$ cat config.mk
export PLATFORM = sky130hd
export DESIGN_NAME = ysyx_25060170_fetch_ctrl
export DESIGN_NICKNAME = d
export VERILOG_FILES = /design/src/rtl/ysyx_25060170_fetch_ctrl_pkg.sv /design/src/rtl/ysyx_25060170_redirect_arb.sv /design/src/rtl/ysyx_25060170_fetch_ctrl.sv
export SDC_FILE = /design/constraint.sdc
export NUM_CORES = 1
export LEC_CHECK = 0
export CAP_MARGIN = 5
export CORE_MARGIN = 1.5
export CORE_UTILIZATION = 30
export DETAILED_ROUTE_END_ITERATION = 7
export PLACE_DENSITY = 0.73
export SLEW_MARGIN = 25
export SYNTH_ARGS = -nofsm -noshare
export SYNTH_HDL_FRONTEND = slang
export SYNTH_SLANG_ARGS = --single-unit
$ cat constraint.sdc
create_clock -name clk -period 4.46 [get_ports clk]
set_input_delay 1.115 -clock clk [delete_from_list [all_inputs] [get_ports clk]]
set_output_delay 1.115 -clock clk [all_outputs]
set_load 0.005 [all_outputs]
$ cat src/rtl/ysyx_25060170_fetch_ctrl_pkg.sv
// Shared widths, fetch FSM state encoding and response-buffer layout for the
// ysyx_25060170 fetch sequencer.
package ysyx_25060170_fetch_ctrl_pkg;

  localparam int PC_W   = 32;
  localparam int INST_W = 32;

  localparam logic [PC_W-1:0] PC_STEP = 32'd4;

  typedef enum logic [2:0] {
    ST_IDLE = 3'd0,
    ST_REQ  = 3'd1,
    ST_WAIT = 3'd2,
    ST_DROP = 3'd3,
    ST_HOLD = 3'd4
  } fetch_state_e;

  typedef struct packed {
    logic [PC_W-1:0]   pc;
    logic [INST_W-1:0] inst;
    logic              err;
  } fetch_buf_t;

  // Sequential successor; wraps modulo 2^32 by construction.
  function automatic logic [PC_W-1:0] pc_seq_next(input logic [PC_W-1:0] pc);
    return pc + PC_STEP;
  endfunction

endpackage

$ cat src/rtl/ysyx_25060170_redirect_arb.sv
// Fixed-priority redirect arbiter: the oldest stage (LS, then EX, then ID)
// wins. Targets pass through untouched.
module ysyx_25060170_redirect_arb
  import ysyx_25060170_fetch_ctrl_pkg::*;
(
  input  logic            ls_pc_jump,
  input  logic [PC_W-1:0] ls_pc_i,
  input  logic            ie_pc_jump,
  input  logic [PC_W-1:0] ie_pc_i,
  input  logic            id_pc_jump,
  input  logic [PC_W-1:0] id_pc_i,
  output logic            redir,
  output logic [PC_W-1:0] redir_pc
);

  always_comb begin
    redir    = ls_pc_jump | ie_pc_jump | id_pc_jump;
    redir_pc = '0;
    if (ls_pc_jump) begin
      redir_pc = ls_pc_i;
    end else if (ie_pc_jump) begin
      redir_pc = ie_pc_i;
    end else if (id_pc_jump) begin
      redir_pc = id_pc_i;
    end
  end

endmodule

$ cat src/rtl/ysyx_25060170_fetch_ctrl.sv
// Fetch sequencer: owns the fetch PC, keeps at most one imem request in
// flight, squashes responses made stale by redirects and buffers one result.
//
// state | meaning
// IDLE  | post-reset bubble, request starts next cycle
// REQ   | imem_req_valid high, waiting for handshake
// WAIT  | request accepted, response still wanted
// DROP  | request accepted, response will be discarded
// HOLD  | buffered instruction offered to IF stage
module ysyx_25060170_fetch_ctrl
  import ysyx_25060170_fetch_ctrl_pkg::*;
#(
  parameter logic [PC_W-1:0] RESET_PC = 32'h8000_0000
) (
  input  logic              clk,
  input  logic              rst,
  input  logic              ls_pc_jump,
  input  logic [PC_W-1:0]   ls_pc_i,
  input  logic              ie_pc_jump,
  input  logic [PC_W-1:0]   ie_pc_i,
  input  logic              id_pc_jump,
  input  logic [PC_W-1:0]   id_pc_i,
  output logic              imem_req_valid,
  input  logic              imem_req_ready,
  output logic [PC_W-1:0]   imem_req_addr,
  input  logic              imem_rsp_valid,
  input  logic [INST_W-1:0] imem_rsp_data,
  input  logic              imem_rsp_err,
  output logic              if_valid,
  input  logic              if_ready,
  input  logic              id_stall,
  output logic [PC_W-1:0]   if_pc,
  output logic [INST_W-1:0] if_inst,
  output logic              if_err
);

  fetch_state_e    state_q, state_d;
  logic [PC_W-1:0] pc_q, pc_d;
  fetch_buf_t      buf_q, buf_d;

  logic            redir;
  logic [PC_W-1:0] redir_pc;
  logic            accept;

  ysyx_25060170_redirect_arb u_redirect_arb (
    .ls_pc_jump (ls_pc_jump),
    .ls_pc_i    (ls_pc_i),
    .ie_pc_jump (ie_pc_jump),
    .ie_pc_i    (ie_pc_i),
    .id_pc_jump (id_pc_jump),
    .id_pc_i    (id_pc_i),
    .redir      (redir),
    .redir_pc   (redir_pc)
  );

  always_ff @(posedge clk or posedge rst) begin
    if (rst) begin
      state_q <= ST_IDLE;
      pc_q    <= RESET_PC;
      buf_q   <= '0;
    end else begin
      state_q <= state_d;
      pc_q    <= pc_d;
      buf_q   <= buf_d;
    end
  end

  always_comb begin
    state_d        = state_q;
    pc_d           = pc_q;
    buf_d          = buf_q;
    imem_req_valid = 1'b0;
    if_valid       = 1'b0;
    accept         = 1'b0;

    case (state_q)
      ST_IDLE: begin
        state_d = ST_REQ;
        if (redir) begin
          pc_d = redir_pc;
        end
      end

      ST_REQ: begin
        imem_req_valid = 1'b1;
        if (redir) begin
          // A handshake coinciding with a redirect fetched the old address;
          // its response must still be drained.
          pc_d = redir_pc;
          if (imem_req_ready) begin
            state_d = ST_DROP;
          end
        end else if (imem_req_ready) begin
          state_d = ST_WAIT;
        end
      end

      ST_WAIT: begin
        if (imem_rsp_valid) begin
          if (redir) begin
            pc_d    = redir_pc;
            state_d = ST_REQ;
          end else begin
            buf_d.pc   = pc_q;
            buf_d.inst = imem_rsp_data;
            buf_d.err  = imem_rsp_err;
            state_d    = ST_HOLD;
          end
        end else if (redir) begin
          pc_d    = redir_pc;
          state_d = ST_DROP;
        end
      end

      ST_DROP: begin
        if (redir) begin
          pc_d = redir_pc;
        end
        if (imem_rsp_valid) begin
          state_d = ST_REQ;
        end
      end

      ST_HOLD: begin
        if_valid = !redir;
        accept   = if_ready && !id_stall;
        if (redir) begin
          pc_d    = redir_pc;
          state_d = ST_REQ;
        end else if (accept) begin
          pc_d    = pc_seq_next(pc_q);
          state_d = ST_REQ;
        end
      end

      default: begin
        state_d = ST_IDLE;
      end
    endcase
  end

  assign imem_req_addr = pc_q;
  assign if_pc         = buf_q.pc;
  assign if_inst       = buf_q.inst;
  assign if_err        = buf_q.err;

endmodule

### Yosys cells after proc, flatten, opt, wreduce, memory -nomap -nowiden

Cells that the tools add are included.

* reductions and logical operators: 9
* muxes and demuxes: 19
* bitwise gates (word level): 3
* $add $sub $neg: 1
* equal/unequal tests: 9

Operators by type and width (count)
* $mux W32: 6
* $pmux W32 S2: 1
* $add A32 B3 Y32 const B: 1
* $mux W3: 9
* $pmux W3 S5: 1
* $eq A3 B2 Y1 const B: 2
* $ne A3 B3 Y1 const B: 2
* $reduce_and A3 Y1: 2
* $ne A2 B2 Y1 const B: 2
* $reduce_and A4 Y1: 1
* $reduce_or A4 Y1: 1
* $eq A3 B1 Y1 const B: 1
* $eq A3 B3 Y1 const B: 1
* $logic_not A3 Y1: 1
* $logic_not A1 Y1: 2
* $mux W1: 2
* $ne A2 B1 Y1 const B: 1
* $or A1 B1 Y1: 2
* $reduce_bool A2 Y1: 1
* $logic_and A1 B1 Y1: 1
* $not A1 Y1: 1

* bits in registers: 100
* input port bits: 138
* output and inout bits: 99

### Longest topological paths before layout

* depth after elaboration: 5
* depth in mapped cells: 9
* mapped depth without buffers: 6

### By module

Synthesis repeated with hierarchy kept, for this count alone.

* cell total of the unflattened synthesis: 561
* area total of the unflattened synthesis: 5559.1 um2

Modules (own cells, without submodules)
* ysyx_25060170_fetch_ctrl: times used 1, area each 4648.2 um2, cells an instance 414, sequential area each 2503.7 um2
* ysyx_25060170_redirect_arb: times used 1, area each 910.9 um2, cells an instance 147, sequential area each 0.0 um2

### Worst setup path after synthesis

No wires, ideal clock.

* path kind: input -> output
* from: in ie_pc_jump
* to: out if_valid
* arrival: 2.046 ns
* slack: 1.299 ns
* required time: 3.345 ns
* path buffers: 3
* stages: 6
* cell sequence: buf_2 -> nor3_1 -> nand3_1 -> inv_1 -> buf_2 -> buf_2

* cells in the longest elaborated chain, start to end: 4

RTL lines
* start: declaration: RTL line ysyx_25060170_fetch_ctrl.sv:19 `input logic ie_pc_jump,`
* $or A1 B1 Y1 (2 in series): RTL line ysyx_25060170_redirect_arb.sv:17 `redir = ls_pc_jump | ie_pc_jump | id_pc_jump;`
* $logic_not A1 Y1: RTL line ysyx_25060170_fetch_ctrl.sv:125 `if_valid = !redir;`
* $mux W1: RTL line ysyx_25060170_fetch_ctrl.sv:76 `case (state_q)`
* end: declaration: RTL line ysyx_25060170_fetch_ctrl.sv:29 `output logic if_valid,`

Every way passes these cells.

### Worst setup path after layout

* from: in id_pc_jump
* to: out if_valid

* cells in the longest elaborated chain, start to end: 3

RTL lines
* start: declaration: RTL line ysyx_25060170_fetch_ctrl.sv:21 `input logic id_pc_jump,`
* $or A1 B1 Y1: RTL line ysyx_25060170_redirect_arb.sv:17
* $logic_not A1 Y1: RTL line ysyx_25060170_fetch_ctrl.sv:125
* $mux W1: RTL line ysyx_25060170_fetch_ctrl.sv:76

Every way passes these cells.

==> impl_metrics.csv <==
group,metric,value,unit
status,status,"finished, final reports clean",
pwr,combPwrFrac,18.4,%
clock_network,ctsHtreeMaxLevel,3,
setup_path,cp.required,3.35,ns
setup_path,end_kind,"output port",
finish,final_layout_size_suffix_gt1_share,9.58,%
global_route,grt_pass1_vias,4735,
drt,drt-vias-per-instance,5.14,
clock_network,postCtsHoldBufs,0,
pwr,switching_share,26.2,%
global_route,grt_pass1_wl,26.0,mm
pwr,p_sw,0.575,mW
sta,fin_crit_sh,85.6,%
min_path,hold_path_class,"flop to flop",
floorplan,die_w,135,um
synthesis,synth_seq_area_share,48.0,%
global_route,antenna_found_initial,1,
floorplan,rows,48,
floorplan,dieArea,0.0182,mm^2
clock_network,cts-root-buf,"clkbuf_16",
synthesis,synth_mux_area_share,14.8,%
clock_network,numCtsBuffers,9,
pwr,internal_power,1.62,mW
synthesis,ys_types,60,
synthesis,ys_ff_latch,100,
placed_design,io_buffers,236,
clock_network,clock-sinks,100,
global_route,overflow,0,
clock_network,clk_pin_slew_worst_paths,0.06,ns
synthesis,synth_nets,646,
setup_path,r2r-end,"imem_req_addr[28]",
placed_design,dp_hpwl,12.8,mm
setup_path,path_class,"primary input to output port",
finish,design_area,0.00804,mm^2
clock_network,cts_resized,0,
synthesis,synth_area_leaders,"dfrtp_1 (47%), mux2_1 (8.4%), mux2_2 (5.8%)",
pwr,power_frac_seq,47.0,%
setup_path,critPathLaunchType,"primary input",
synthesis,synth-simple-area-share,13.8,%
setup_path,startpoint,"id_pc_jump",
floorplan,pin_count,237,
setup_path,r2r_setup_slack,2.23,ns
sta,finClkSkew,0.00500,ns
drt,drt_first_pass_iters,5,
setup_path,cp_max_fo,4,
synthesis,synth-compound-area-share,18.6,%
synthesis,synth_xor_area_share,0,%
finish,syn_to_final_growth,54.0,%
sta,period_needed,3.82,ns
placed_design,placedInstanceArea,0.00775,mm^2
finish,nNetsFinal,865,
finish,final_cell_mix,"clkdlybuf4s50_1 (235), dfrtp_1 (99), o21ai_0 (46), nand2_1 (46), mux2_1 (39)",
sta,finalSetupViolCount,0,
setup_path,critPathArrivalTime,2.70,ns
finish,layout_commonest_cell,"clkdlybuf4s50_1",
placed_design,gp_congestion,0.838,
sta,relSlewSlack,45.9,%
drt,via_count,4913,
synthesis,synth_top_family_by_area,"compound AO/OA/AOI/OAI gates",
synthesis,synth_edf_count,0,
synthesis,synth_cells,507,
synthesis,synthesis.area,0.00522,mm^2
drt,post-route-drc-count,0,
floorplan,core_region_area,0.0171,mm^2
clock_network,post_cts_buffers,0,
synthesis,synthAdderAreaFrac,0.240,%
floorplan,initial_core_util,30.5,%
sta,finalSetupTns,0,ns
drt,ant_nets,0,
setup_path,reg2reg_depth,6,
sta,maxSlewViolCount,0,
synthesis,yosysWarnings,0,
pwr,p_per_area,274,mW/mm^2
synthesis,synth_area_per_cell,10.3,um^2
min_path,hold_depth,1,
clock_network,cts_tree,"built",
global_route,grt_max_degree,66,
pwr,leakagePower,3.40,nW
setup_path,endpoint,"if_valid",
global_route,gr-usage-all-layers,18.7,%
sta,timing_hold_violations_final,0,
sta,grt_setup_unrepaired,"false",
sta,timing.fmax,0.262,GHz
job,maxCapViolations,0,
pwr,vdd_ir_drop_max,0.000181,V
synthesis,synth_top_area_share,47.5,%
sta,worst_pin_slew,0.812,ns
drt,drt_wl_total,17.1,mm
synthesis,async_flop_share,100,%
clock_network,clk_latency,0.35,ns
pwr,clock_power_share,34.5,%
clock_network,clock_path_buffers,2,
floorplan,chipHeight,135,um
finish,antenna_cells,0,
synthesis,synth_top_area_cell,"dfrtp_1",
drt,drtIter0Drc,286,
synthesis,ys.flop_type,"dfrtp_1",
drt,wl_per_cell,17.9,um
setup_path,r2r_start,"imem_req_addr[2]",
[synthesized netlist by cell type, types with 2 or more instances]
| cell type | number |
|---|---|
| buf_6 | 6 |
| mux2_2 | 27 |
| o21a_1 | 2 |
| a211oi_1 | 5 |
| o22ai_1 | 6 |
| o21ai_0 | 46 |
| clkbuf_2 | 2 |
| mux2i_1 | 3 |
| and4_1 | 2 |
| nand3_1 | 16 |
| dfrtp_1 | 99 |
| a21oi_1 | 33 |
| nand4_1 | 9 |
| nor4_1 | 3 |
| or3_1 | 3 |
| o211ai_1 | 4 |
| a31o_2 | 2 |
| nand2_1 | 46 |
| and2_1 | 2 |
| a22oi_1 | 31 |
| nor3_1 | 7 |
| nor2_1 | 28 |
| nor4_4 | 2 |
| a31oi_1 | 5 |
| a221oi_1 | 3 |
| nor3b_1 | 3 |
| a21o_1 | 3 |
| buf_4 | 2 |
| mux2_1 | 39 |
| nor2b_1 | 3 |
| and3_1 | 3 |
| buf_2 | 9 |
| inv_1 | 6 |
| clkbuf_1 | 21 |
[cells by family (layout without fill, tap and decap cells)]
group                    count (synthesis)  count (layout)
AO/OA/AOI/OAI                          154             154
AND/OR/NAND/NOR                        137             137
flip-flops                             100             100
multiplexers                            69              69
buffers and inverters                   46             270
adder cells (fa/ha/maj)                  1               1
[layout make-up]
| class | instances | area, um^2 |
|---|---|---|
| well taps | 225 | 282 |
| inverters | 6 | 25.0 |
| clock inverters | 5 | 35.0 |
| repair buffers | 248 | 2460 |
| fillers | 1629 | 9080 |
| clock buffers | 11 | 253 |
| flip-flops and latches | 100 | 2500 |
| multi-input cells | 361 | 2480 |
[stage by stage]
stage               hold slack [ns]  util, %  cells  worst slack (ns)  power, mW
floorplan                     0.483        -    507             0.728       1.17
global placement              0.467     45.3    940             0.670       1.45
detailed placement            0.474     45.3    940             0.646       1.46
CTS                           0.489     47.0    956             0.644       2.23
global route                  0.505     47.0    956             0.582       2.31
finish                        0.485     47.0    956             0.644       2.20
[metal layers]
layer,GRT usage [%],part of all wire (%),vias up
li1,-,-,2320
met5,0,0.064,-
met4,6.81,1.8,2
met2,30.4,46,241
met3,4.24,9.1,18
met1,24.4,43,2332
[registers in the layout, indices dropped and copies added (netlist names)]
register / count
if_pc: 32
if_err: 1
imem_req_addr: 32
if_inst: 32
state_q: 3
[power groups by stage]
stage | Sequential, mW | Clock (mW) | Combinational, mW
floorplan | 1.03 | 0 | 0.143
global route | 1.04 | 0.823 | 0.441
finish | 1.03 | 0.759 | 0.406
CTS | 1.03 | 0.787 | 0.411
global placement | 1.05 | 0 | 0.404
detailed placement | 1.05 | 0 | 0.409
[worst min-delay path by stage]
| stage | startpoint | to | slack, ns |
|---|---|---|---|
| 3_3_place_gp | if_inst[19] | if_inst[19] | 0.47 |
| 5_1_grt | if_inst[16] | if_inst[16] | 0.50 |
| 3_5_place_dp | if_inst[31] | if_inst[31] | 0.47 |
| 2_1_floorplan | if_inst[0] | if_inst[0] | 0.48 |
| 6_report | if_pc[28] | if_pc[28] | 0.48 |
| 4_1_cts | if_inst[31] | if_inst[31] | 0.49 |
[critical path: stages]
cell and delay (ns):
clkdlybuf4s50_1 0.48, nor3_1 0.28, nand3_1 0.15, inv_1 0.15
clkdlybuf4s50_1 0.52
No activity file was read; power rests on OpenSTA's default activity.
